--- src/rtl/edge_det_pkg.sv ---
// Shared types and helpers for the multi-channel edge detector.
// Latency: n/a (types and a pure function only).
// Backpressure: n/a.
//
// Contents:
//   mode_t        - 2-bit per-channel event mode
//   MODE_*        - mode encodings (bit 0 enables rising, bit 1 enables falling)
//   mode_event()  - applies a mode to a pair of accepted-edge strobes
package edge_det_pkg;

  typedef logic [1:0] mode_t;

  localparam mode_t MODE_OFF  = 2'b00;
  localparam mode_t MODE_RISE = 2'b01;
  localparam mode_t MODE_FALL = 2'b10;
  localparam mode_t MODE_BOTH = 2'b11;

  // The encoding is chosen so each mode bit directly gates one edge
  // direction; MODE_BOTH is simply both gates open.
  function automatic logic mode_event(input mode_t mode,
                                      input logic  rise,
                                      input logic  fall);
    return (rise & mode[0]) | (fall & mode[1]);
  endfunction

endpackage

--- src/rtl/edge_det_chan.sv ---
// One edge-detector channel: synchroniser, glitch filter, edge pulses, mode-gated event, sticky pending.
// Latency: SYNC_STAGES+FILTER_CYCLES-1 edges from the first sampling edge to level/pulse update.
// Backpressure: none; pending holds until write-1-to-clear, a same-cycle new event wins over clear.
//
// Ports:
//   clk, reset     - clock, asynchronous active-low reset
//   a              - asynchronous input line
//   mode           - event mode for this channel (see edge_det_pkg)
//   clear          - write-1-to-clear for pending
//   level          - filtered, synchronised level
//   rise, fall     - one-cycle pulses on accepted edges (not masked by mode)
//   evt            - one-cycle pulse on an accepted edge enabled by mode
//   pending        - sticky event flag
//   pending_next   - next-state of pending, so the parent can register a
//                    summary interrupt in the same cycle as pending itself
module edge_det_chan
  import edge_det_pkg::*;
#(
  parameter int SYNC_STAGES   = 2,
  parameter int FILTER_CYCLES = 3,
  parameter bit RESET_LEVEL   = 1'b0
) (
  input  logic       clk,
  input  logic       reset,
  input  logic       a,
  input  logic [1:0] mode,
  input  logic       clear,
  output logic       level,
  output logic       rise,
  output logic       fall,
  output logic       evt,
  output logic       pending,
  output logic       pending_next
);

  localparam int               CNT_W    = $clog2(FILTER_CYCLES + 1);
  localparam logic [CNT_W-1:0] CNT_LAST = CNT_W'(FILTER_CYCLES - 1);
  localparam logic [CNT_W-1:0] CNT_ONE  = CNT_W'(1);

  logic [SYNC_STAGES-1:0] sync_q;
  logic                   s;
  logic [CNT_W-1:0]       cnt_q;
  logic [CNT_W-1:0]       cnt_d;
  logic                   level_d;
  logic                   accept;
  logic                   acc_rise;
  logic                   acc_fall;
  logic                   evt_d;
  mode_t                  mode_m;

  assign mode_m = mode_t'(mode);

  // ------------------------------------------------------------------
  // Synchroniser: plain shift chain, reset to the idle level so a line
  // that idles high does not look like an edge after reset.
  // ------------------------------------------------------------------
  always_ff @(posedge clk or negedge reset) begin
    if (!reset) begin
      sync_q <= {SYNC_STAGES{RESET_LEVEL}};
    end else begin
      sync_q <= {sync_q[SYNC_STAGES-2:0], a};
    end
  end

  assign s = sync_q[SYNC_STAGES-1];

  // ------------------------------------------------------------------
  // Glitch filter. The counter counts cycles that s has disagreed with
  // the accepted level; any agreement restarts the count. The change is
  // accepted on the FILTER_CYCLES-th consecutive disagreeing edge, so a
  // value of 1 accepts on the first edge (no filtering).
  // ------------------------------------------------------------------
  always_comb begin
    cnt_d   = '0;
    level_d = level;
    accept  = 1'b0;
    if (s != level) begin
      // >= rather than == keeps the filter self-recovering should the
      // counter ever hold an out-of-range value.
      if (cnt_q >= CNT_LAST) begin
        accept  = 1'b1;
        level_d = s;
      end else begin
        cnt_d = cnt_q + CNT_ONE;
      end
    end
  end

  assign acc_rise = accept &  s;
  assign acc_fall = accept & ~s;

  // Mode is applied at the accepting edge only; a later mode change does
  // not retroactively create or suppress an event.
  assign evt_d        = mode_event(mode_m, acc_rise, acc_fall);
  assign pending_next = (pending & ~clear) | evt_d;

  always_ff @(posedge clk or negedge reset) begin
    if (!reset) begin
      cnt_q   <= '0;
      level   <= RESET_LEVEL;
      rise    <= 1'b0;
      fall    <= 1'b0;
      evt     <= 1'b0;
      pending <= 1'b0;
    end else begin
      cnt_q   <= cnt_d;
      level   <= level_d;
      rise    <= acc_rise;
      fall    <= acc_fall;
      evt     <= evt_d;
      pending <= pending_next;
    end
  end

endmodule

--- src/rtl/multi_edge_detector.sv ---
// N-channel edge detector with per-channel mode masking, sticky pending flags and a summary interrupt.
// Latency: SYNC_STAGES+FILTER_CYCLES-1 edges from first sampling edge to level/pulse/pending/irq.
// Backpressure: none; pending is write-1-to-clear, irq_o follows pending in the same cycle.
//
// Ports:
//   clk             - clock
//   reset           - asynchronous active-low reset
//   a_i[N]          - asynchronous input lines
//   mode_i[2N]      - per-channel mode, channel i at [2i+1:2i]
//   clear_i[N]      - write-1-to-clear for pending_o
//   level_o[N]      - filtered, synchronised levels
//   rising_edge_o   - one-cycle pulses on accepted 0->1 (unmasked)
//   falling_edge_o  - one-cycle pulses on accepted 1->0 (unmasked)
//   event_o[N]      - one-cycle pulses on mode-enabled edges
//   pending_o[N]    - sticky event flags
//   irq_o           - registered OR of pending flags
module multi_edge_detector
  import edge_det_pkg::*;
#(
  parameter int N             = 4,
  parameter int SYNC_STAGES   = 2,
  parameter int FILTER_CYCLES = 3,
  parameter bit RESET_LEVEL   = 1'b0
) (
  input  logic           clk,
  input  logic           reset,
  input  logic [N-1:0]   a_i,
  input  logic [2*N-1:0] mode_i,
  input  logic [N-1:0]   clear_i,
  output logic [N-1:0]   level_o,
  output logic [N-1:0]   rising_edge_o,
  output logic [N-1:0]   falling_edge_o,
  output logic [N-1:0]   event_o,
  output logic [N-1:0]   pending_o,
  output logic           irq_o
);

  logic [N-1:0] pending_next;

  for (genvar i = 0; i < N; i++) begin : g_chan
    mode_t ch_mode;
    assign ch_mode = mode_i[2*i +: 2];

    edge_det_chan #(
      .SYNC_STAGES  (SYNC_STAGES),
      .FILTER_CYCLES(FILTER_CYCLES),
      .RESET_LEVEL  (RESET_LEVEL)
    ) u_chan (
      .clk         (clk),
      .reset       (reset),
      .a           (a_i[i]),
      .mode        (ch_mode),
      .clear       (clear_i[i]),
      .level       (level_o[i]),
      .rise        (rising_edge_o[i]),
      .fall        (falling_edge_o[i]),
      .evt         (event_o[i]),
      .pending     (pending_o[i]),
      .pending_next(pending_next[i])
    );
  end

  // Registered from the pending next-state rather than from pending_o so
  // the interrupt rises and falls on the same edge as the flags.
  always_ff @(posedge clk or negedge reset) begin
    if (!reset) begin
      irq_o <= 1'b0;
    end else begin
      irq_o <= |pending_next;
    end
  end

endmodule

--- config.mk ---
export PLATFORM = sky130hd
export DESIGN_NAME = multi_edge_detector
export DESIGN_NICKNAME = d
export VERILOG_FILES = /design/src/rtl/edge_det_pkg.sv /design/src/rtl/edge_det_chan.sv /design/src/rtl/multi_edge_detector.sv
export SDC_FILE = /design/constraint.sdc
export NUM_CORES = 1
export LEC_CHECK = 0
export CAP_MARGIN = 20
export CORE_MARGIN = 1
export CORE_UTILIZATION = 42
export CTS_CLUSTER_DIAMETER = 40
export DETAILED_ROUTE_END_ITERATION = 12
export GPL_TIMING_DRIVEN = 0
export PLACE_DENSITY = 0.74
export SYNTH_ARGS = -nofsm -noshare
export SYNTH_HDL_FRONTEND = slang
export SYNTH_SLANG_ARGS = --single-unit
--- constraint.sdc ---
create_clock -name clk -period 1.4 [get_ports clk]
set_input_delay 0.14 -clock clk [delete_from_list [all_inputs] [get_ports clk]]
set_output_delay 0.14 -clock clk [all_outputs]
set_load 0.02 [all_outputs]
==> results of run 1 <==
## cell usage in the layout, fill, tap and decap left out, drive strengths merged
cell type,n
mux2,2
nand4b,1
buf,27
o22ai,2
nor3b,2
dlygate4sd3,1
a21o,1
dfrtp,37
a211oi,4
o21ai,3
dlygate4sd2,19
and2b,1
nor2,7
nor3,2
o221ai,3
nand2b,7
nand2,7
inv,7
clkdlybuf4s50,16
clkbuf,7
nor2b,1
and2,1
and4b,1
a311o,1
xnor2,2
or4,1
## power by group through the flow
| stage | combinational (W) | clock [W] | sequential, W |
|---|---|---|---|
| 6_report | 0.00105 | 0.000557 | 0.00149 |
| 5_1_grt | 0.00115 | 0.000621 | 0.00153 |
| 3_5_place_dp | 0.00105 | 0 | 0.00152 |
| 4_1_cts | 0.00105 | 0.000584 | 0.00149 |
| 3_3_place_gp | 0.00103 | 0 | 0.00151 |
| 2_1_floorplan | 0.000659 | 0 | 0.00148 |
## flip-flops by register name (all words and copies together) (netlist names)
register               count
g_chan.u_chan.evt          4
g_chan.u_chan.sync_q       8
g_chan.u_chan.fall         4
g_chan.u_chan.level        4
g_chan.u_chan.rise         4
g_chan.u_chan.cnt_q        8
irq_o                      1
g_chan.u_chan.pending      4
## metrics by stage
step	worst slack [ns]	hold WS (ns)	utilization	cell area, um^2	total power, W
2_1_floorplan	-0.0324	-0.156	-	1420	0.00214
5_1_grt	-0.123	0.210	0.614	1920	0.00330
6_report	-0.0549	0.238	0.614	1920	0.00310
3_3_place_gp	-0.567	0.333	0.592	1850	0.00253
4_1_cts	-0.0663	0.226	0.612	1920	0.00312
3_5_place_dp	-0.168	0.267	0.590	1850	0.00257
## worst paths after layout
path / slack [ns] / end / start / depth (start not counted)
worst max register to register: -0.05 / irq_o / g_chan[2].u_chan.level / 4
worst min-delay path: 0.24 / g_chan[1].u_chan.sync_q[0] / a_i[1] / 1
min in group asynchronous: 0.42 / g_chan[1].u_chan.level / reset / 2
worst min register to register: 0.36 / g_chan[2].u_chan.sync_q[1] / g_chan[2].u_chan.sync_q[0] / 0
max in group asynchronous: 0.45 / g_chan[2].u_chan.cnt_q[1] / reset / 2
worst max-delay path: -0.05 / irq_o / g_chan[2].u_chan.level / 4
## routing by layer
| layer | GRT usage | up-vias | wire length (um) |
|---|---|---|---|
| met1 | 0.167 | 429 | 1000 |
| met5 | 0 | - | 0 |
| met2 | 0.246 | 38 | 1100 |
| li1 | - | 455 | - |
| met3 | 0.0498 | 4 | 171 |
| met4 | 0.0897 | 0 | 30 |
## cell families after synthesis
family	count (synthesis)	share of synthesized area
xor+xnor	2	0.0124
simple gates	31	0.121
flops	37	0.654
mux	2	0.0159
compound gates	14	0.0724
buf+inv	27	0.125
## critical path, stage by stage, from the launching register on
cell and delay (ns):
dfrtp_1 0.40, buf_6 0.13, and2b_1 0.16, a311o_1 0.28
or4_1 0.39
## repair_timing
action                     CTS  global route
pin swaps                    1             0
hold endpoints to repair    37             0
setup endpoints to repair   22             1
buffers inserted             4             0
resized for setup           25             2
hold buffers                 1             0
## area by class of cell
type	instances	area (um^2)	share of cell area
Inverter	7	26.3	0.0137
Tap cell	44	55.1	0.0286
Timing Repair Buffer	43	390	0.203
Clock buffer	7	55.1	0.0286
Sequential cell	37	928	0.483
Multi-Input combinational cell	49	317	0.165
Buffer	20	150	0.0781
==> results.md, run 1 <==
- Status: complete, but fails checks
- Violated checks: negative setup slack
- Fraction of layout cells with a size suffix above 1: 0.245
- Post-Route WL: 2.30 mm
- Maximum clock insertion buffer count: 2
- Leakage: approximately 0.98 nW
- Cell variety after synth: 22
- Synth cell count leaders: 37 x dfrtp_1, 20 x buf_4
- Placed Instances: 195
- GRT Total Usage: 0.149
- Most numerous cell in the Yosys netlist: dfrtp_1
- Syn_nets: 131
- Syn avg cell area: 12.5 um^2
- Type of the most critical hold path: input pin to flip-flop
- Via/cell ratio: 4.47
- Slew @ Worst Pin: 0.771 ns
- I/O pins: 39
- Core area: between 3000 and 4000 um^2
- First-pass GRT wire length: 3.82 mm
- CP arrival: 1.67 ns
- Placer Congestion: 0.772
- Initial antenna violation count: 0
- Max Clock Skew: 0.00756 ns
- Clock Root Buffer: clkbuf_4
- Post-synth ARST share: 1.00
- Worst-Skew Late Latency: 0.33 ns
- Starting DRC count in detailed routing: 23
- Via total after detailed routing: 926
- Top_reg_cell synth: dfrtp_1
- CTS sink count: 37
- Nets: 181
- Final Worst Setup Slack: -0.0549 ns
- Layout fillers: ~290
- Part of the power in registers: 0.481
- Maximum clock frequency: 0.687 GHz
- CP max FO: 4
- Pin count of the biggest net entering global routing: 38
- Max-slew violations: 0
- Vias in the first global route: 932
- Maxcap violations: 0
- Period utilization: 1.04
- H-Tree Depth: 2
- Port Buffer Count: 38
- Rows: 20
- Final min period: between 1 and 1.5 ns
- Die Width: around 60 um
- Max VDD drop: 962 uV
- Crit. End Element: flip-flop
- Ant. Diodes: 0
- Top cell type's share of synthesized area: 0.654
- Aggregate negative setup slack: -0.0549 ns
- Synth top area cells: dfrtp_1 65%, buf_4 11%, nand2b_1 3.1%
- Synth-to-layout area growth: 35.7%
- Residual DRC: 0
- Crit path kind: flip-flop to flip-flop
- Yosys warns: 0
- Internal: 0.00212 W
- Synth Instances: 113
- Grt ovf: 0
- Synthesized flop and latch total: 37
- DP Wirelength: 1.60 mm
- Seq/Total Area, Yosys: 0.654
- Post-synth EDFFs: 0
- Antenna Nets Post-Route: 0
- Die H: 60.1 um
- CP required: 1.62 ns
- Starting Density: 0.453
- First-pass iteration count of the detailed router: 4
- Final setup viols: 1
- Sw frac: 0.315
- Combinational fraction of design power: 0.339
- RSZ-0062 raised after global routing: true
- CTS tree: built
- Synth area leader: dfrtp_1
- Post-route insts no fill: 207
- TritonCTS buffer count: 5
- Die area: approximately 3600 um^2
- Kind of start point of the critical path: flip-flop
- Sw power: 0.000975 W
- Clock share of power: 0.180
- Post-Synthesis Cell Area: 1420 um^2
- Slew HR: 0.486
- Power per cell area: 1610 nW/um^2
- Clock slew at reported path FFs: approximately 0.1 ns
- Final Hold Fails: 0
- Per-cell routed wire length: 11.1 um
No activity file was read; power rests on OpenSTA's default activity.
==> inputs of run 2 (changes only) <==
- ABC_CLOCK_PERIOD_IN_PS: unset -> 1400
- SKIP_CTS_REPAIR_TIMING: unset -> 1
==> run 2 against run 1 <==
  * Count of clock-buffer cells in the layout unchanged
  * Sequential cell count unchanged
  * Non-clock buffer count down 2
  * The flow still finishes with violations (negative setup slack)
  * Wire length up 1.5%
  * Critical path depth down 1
  * Combinational power about the same
  * First-iteration DRC count down 17%
  * Register-to-register slack about the same
  * Hold slack better by 0.0019 ns
  * Cell count down 0.97%
  * Critical path type unchanged
  * Critical endpoint unchanged
  * Die area unchanged
  * Setup slack better by 0.015 ns
==> results.md, run 2 (same netlist as run 1, synthesis figures left out) <==
- Grt ovf: 0 (unchanged)
- Nets: 179 (was 181)
- Highest routed metal layer: met4 (unchanged)
- Combinational fraction of design power: 0.339 (about the same)
- Sw frac: 0.312 (was 0.315)
- Status: complete, but fails checks (unchanged)
- Final min period: 1.44 ns (was 1.45 ns)
- Final setup viols: 1 (unchanged)
- Most frequent cells in the layout: 34 x dfrtp_1, 23 x buf_4, 20 x dlymetal6s2s_1, 16 x clkdlybuf4s50_1 (was 35 x dfrtp_1, 25 x buf_4, 19 x dlygate4sd2_1, 16 x clkdlybuf4s50_1)
- Crit path kind: flip-flop to flip-flop (unchanged)
- DP Wirelength: 1.60 mm (unchanged)
- Clock slew at reported path FFs: 0.10 ns (about the same)
- Max VDD drop: 876 uV (was 962 uV)
- Met3 Wirelength: 171 um (unchanged)
- Reg2reg start: g_chan[2].u_chan.cnt_q[1] (was g_chan[2].u_chan.level)
- Die area: 3610 um^2 (unchanged)
- Starting Density: 0.453 (unchanged)
- Maximum clock frequency: 0.694 GHz (was 0.687 GHz)
- Maxcap violations: 0 (unchanged)
- RSZ-0062 raised after global routing: true (unchanged)
- Synth-to-layout area growth: 40.7% (was 35.7%)
- Final Worst Setup Slack: -0.0401 ns (was -0.0549 ns)
- Kind of start point of the critical path: flip-flop (unchanged)
- Starting DRC count in detailed routing: 19 (was 23)
- Violated checks: negative setup slack (unchanged)
- Period utilization: 1.03 (was 1.04)
- CP required: 1.62 ns (about the same)
- Residual DRC: 0 (unchanged)
- Flop2flop setup slack: -0.04 ns (was -0.05 ns)
- Type of the most critical hold path: input pin to flip-flop (unchanged)
- Leading cell type in the layout, fill and taps excluded: dfrtp_1 (unchanged)
- Via total after detailed routing: 923 (was 926)
- Port Buffer Count: 38 (unchanged)
- Vias in the first global route: 866 (was 932)
- Max Clock Skew: 0.00662 ns (was 0.00756 ns)
- Sw power: 0.000979 W (was 0.000975 W)
- CTS sink count: 37 (unchanged)
- Internal: 0.00215 W (was 0.00212 W)
- Placed instance area: 1850 um^2 (unchanged)
- TritonCTS buffer count: 5 (unchanged)
- Largest registers: g_chan.u_chan.cnt_q: 8 flops, g_chan.u_chan.sync_q: 8 flops (unchanged)
- Clock share of power: 0.178 (was 0.180)
- Clock Root Buffer: clkbuf_4 (unchanged)
- I/O pins: 39 (unchanged)
- Rows: 20 (unchanged)
- M1 WL: 1.03 mm (was 1.00 mm)
- Ant. Diodes: 0 (unchanged)
- Reg2Reg Capture Point: irq_o (unchanged)
- Maximum clock insertion buffer count: 2 (unchanged)
- Finished Cell Area: 1990 um^2 (was 1920 um^2)
- Crit. End Element: flip-flop (unchanged)
- Antenna Nets Post-Route: 0 (unchanged)
- Slew @ Worst Pin: 0.769 ns (was 0.771 ns)
- First-pass iteration count of the detailed router: 4 (unchanged)
- CP endpoint: irq_o (unchanged)
- Core area: 3130 um^2 (unchanged)
- Leakage: 1.23 nW (was 0.981 nW)
- CP arrival: 1.66 ns (was 1.67 ns)
- Met2 routed WL: 1.11 mm (was 1.10 mm)
- Reg2reg path depth: 3 (was 4)
- Final Hold Fails: 0 (unchanged)
- Tot Pwr: 0.00313 W (was 0.00310 W)
- Part of the power in registers: 0.483 (was 0.481)
- Via/cell ratio: 4.50 (was 4.47)
- CTS tree: built (unchanged)
- Post-Route WL: 2.34 mm (was 2.30 mm)
- CP max FO: 6 (was 4)
- Fraction of layout cells with a size suffix above 1: 0.242 (was 0.245)
- Slew HR: 0.487 (was 0.486)
- H-Tree Depth: 2 (unchanged)
- Worst hold margin: 0.240 ns (was 0.238 ns)
- Placer Congestion: 0.772 (unchanged)
- CP Launch Point: g_chan[2].u_chan.cnt_q[1] (was g_chan[2].u_chan.level)
- Max-slew violations: 0 (unchanged)
- Pin count of the biggest net entering global routing: 38 (unchanged)
- Initial antenna violation count: 0 (unchanged)
- Worst-Skew Late Latency: 0.33 ns (about the same)
- Power per cell area: 1570 nW/um^2 (was 1610 nW/um^2)
- Die H: 60.1 um (unchanged)
- Per-cell routed wire length: 11.4 um (was 11.1 um)
- GRT Total Usage: 0.141 (was 0.149)
- First-pass GRT wire length: 3.57 mm (was 3.82 mm)
- Die Width: 60.1 um (unchanged)
-- run 2: power by group through the flow --
| stage | Combinational, W | Sequential (W) | Clock [W] |
|---|---|---|---|
| final | 0.00106 | 0.00151 | 0.000557 |
| after global routing | 0.00116 | 0.00155 | 0.000621 |
| after CTS | 0.00105 | 0.00150 | 0.000584 |
| after detailed placement | 0.00105 | 0.00152 | 0 |
| after global placement | 0.00103 | 0.00151 | 0 |
| after floorplan | 0.000659 | 0.00148 | 0 |
-- run 2: how the worst min path moves through the flow --
stage	to	cells past startpoint	slack [ns]	startpoint
detailed placement	g_chan[1].u_chan.level	1	0.27	reset
global route	g_chan[1].u_chan.sync_q[0]	1	0.21	a_i[1]
global placement	g_chan[1].u_chan.sync_q[1]	0	0.33	g_chan[1].u_chan.sync_q[0]
CTS	g_chan[0].u_chan.level	1	-0.11	reset
finish	g_chan[1].u_chan.sync_q[0]	1	0.24	a_i[1]
floorplan	g_chan[0].u_chan.cnt_q[0]	0	-0.16	reset
-- run 2: layer usage --
layer  track usage  vias to the layer above
li1              -                      449
met1         0.163                      431
met2         0.225                       39
met3        0.0455                        4
met4        0.0897                        0
met5             0                        -
-- run 2: stage by stage --
step / TNS [ns] / util / setup WS, ns / std cells
after global routing: -0.0882 / 0.637 / -0.0882 / 205
after floorplan: -0.0324 / - / -0.0324 / 113
after detailed placement: -0.168 / 0.590 / -0.168 / 195
after CTS: -3.00 / 0.608 / -0.319 / 202
final: -0.0401 / 0.637 / -0.0401 / 205
after global placement: -21.11 / 0.592 / -0.567 / 195
-- run 2: worst max-delay path, stage by stage (launching register included) --
cell and delay, ns:
dfrtp_2 0.45, and4b_4 0.20, a311o_1 0.29, or4_1 0.39
-- run 2: layout make-up --
| cell class | count | area [um^2] |
|---|---|---|
| flip-flops and latches | 37 | 930 |
| inverters | 7 | 26.3 |
| repair buffers | 41 | 448 |
| plain buffers | 20 | 150 |
| multi-input cells | 49 | 329 |
| fillers | 283 | 1130 |
| clock buffers | 7 | 55.1 |
| well taps | 44 | 55.1 |
==> inputs of run 3 (changes only) <==
- CTS_CLUSTER_DIAMETER: 40 -> 30
==> results of run 3 <==
Same layout as run 2: the final DEF is identical, and so are final timing and power.
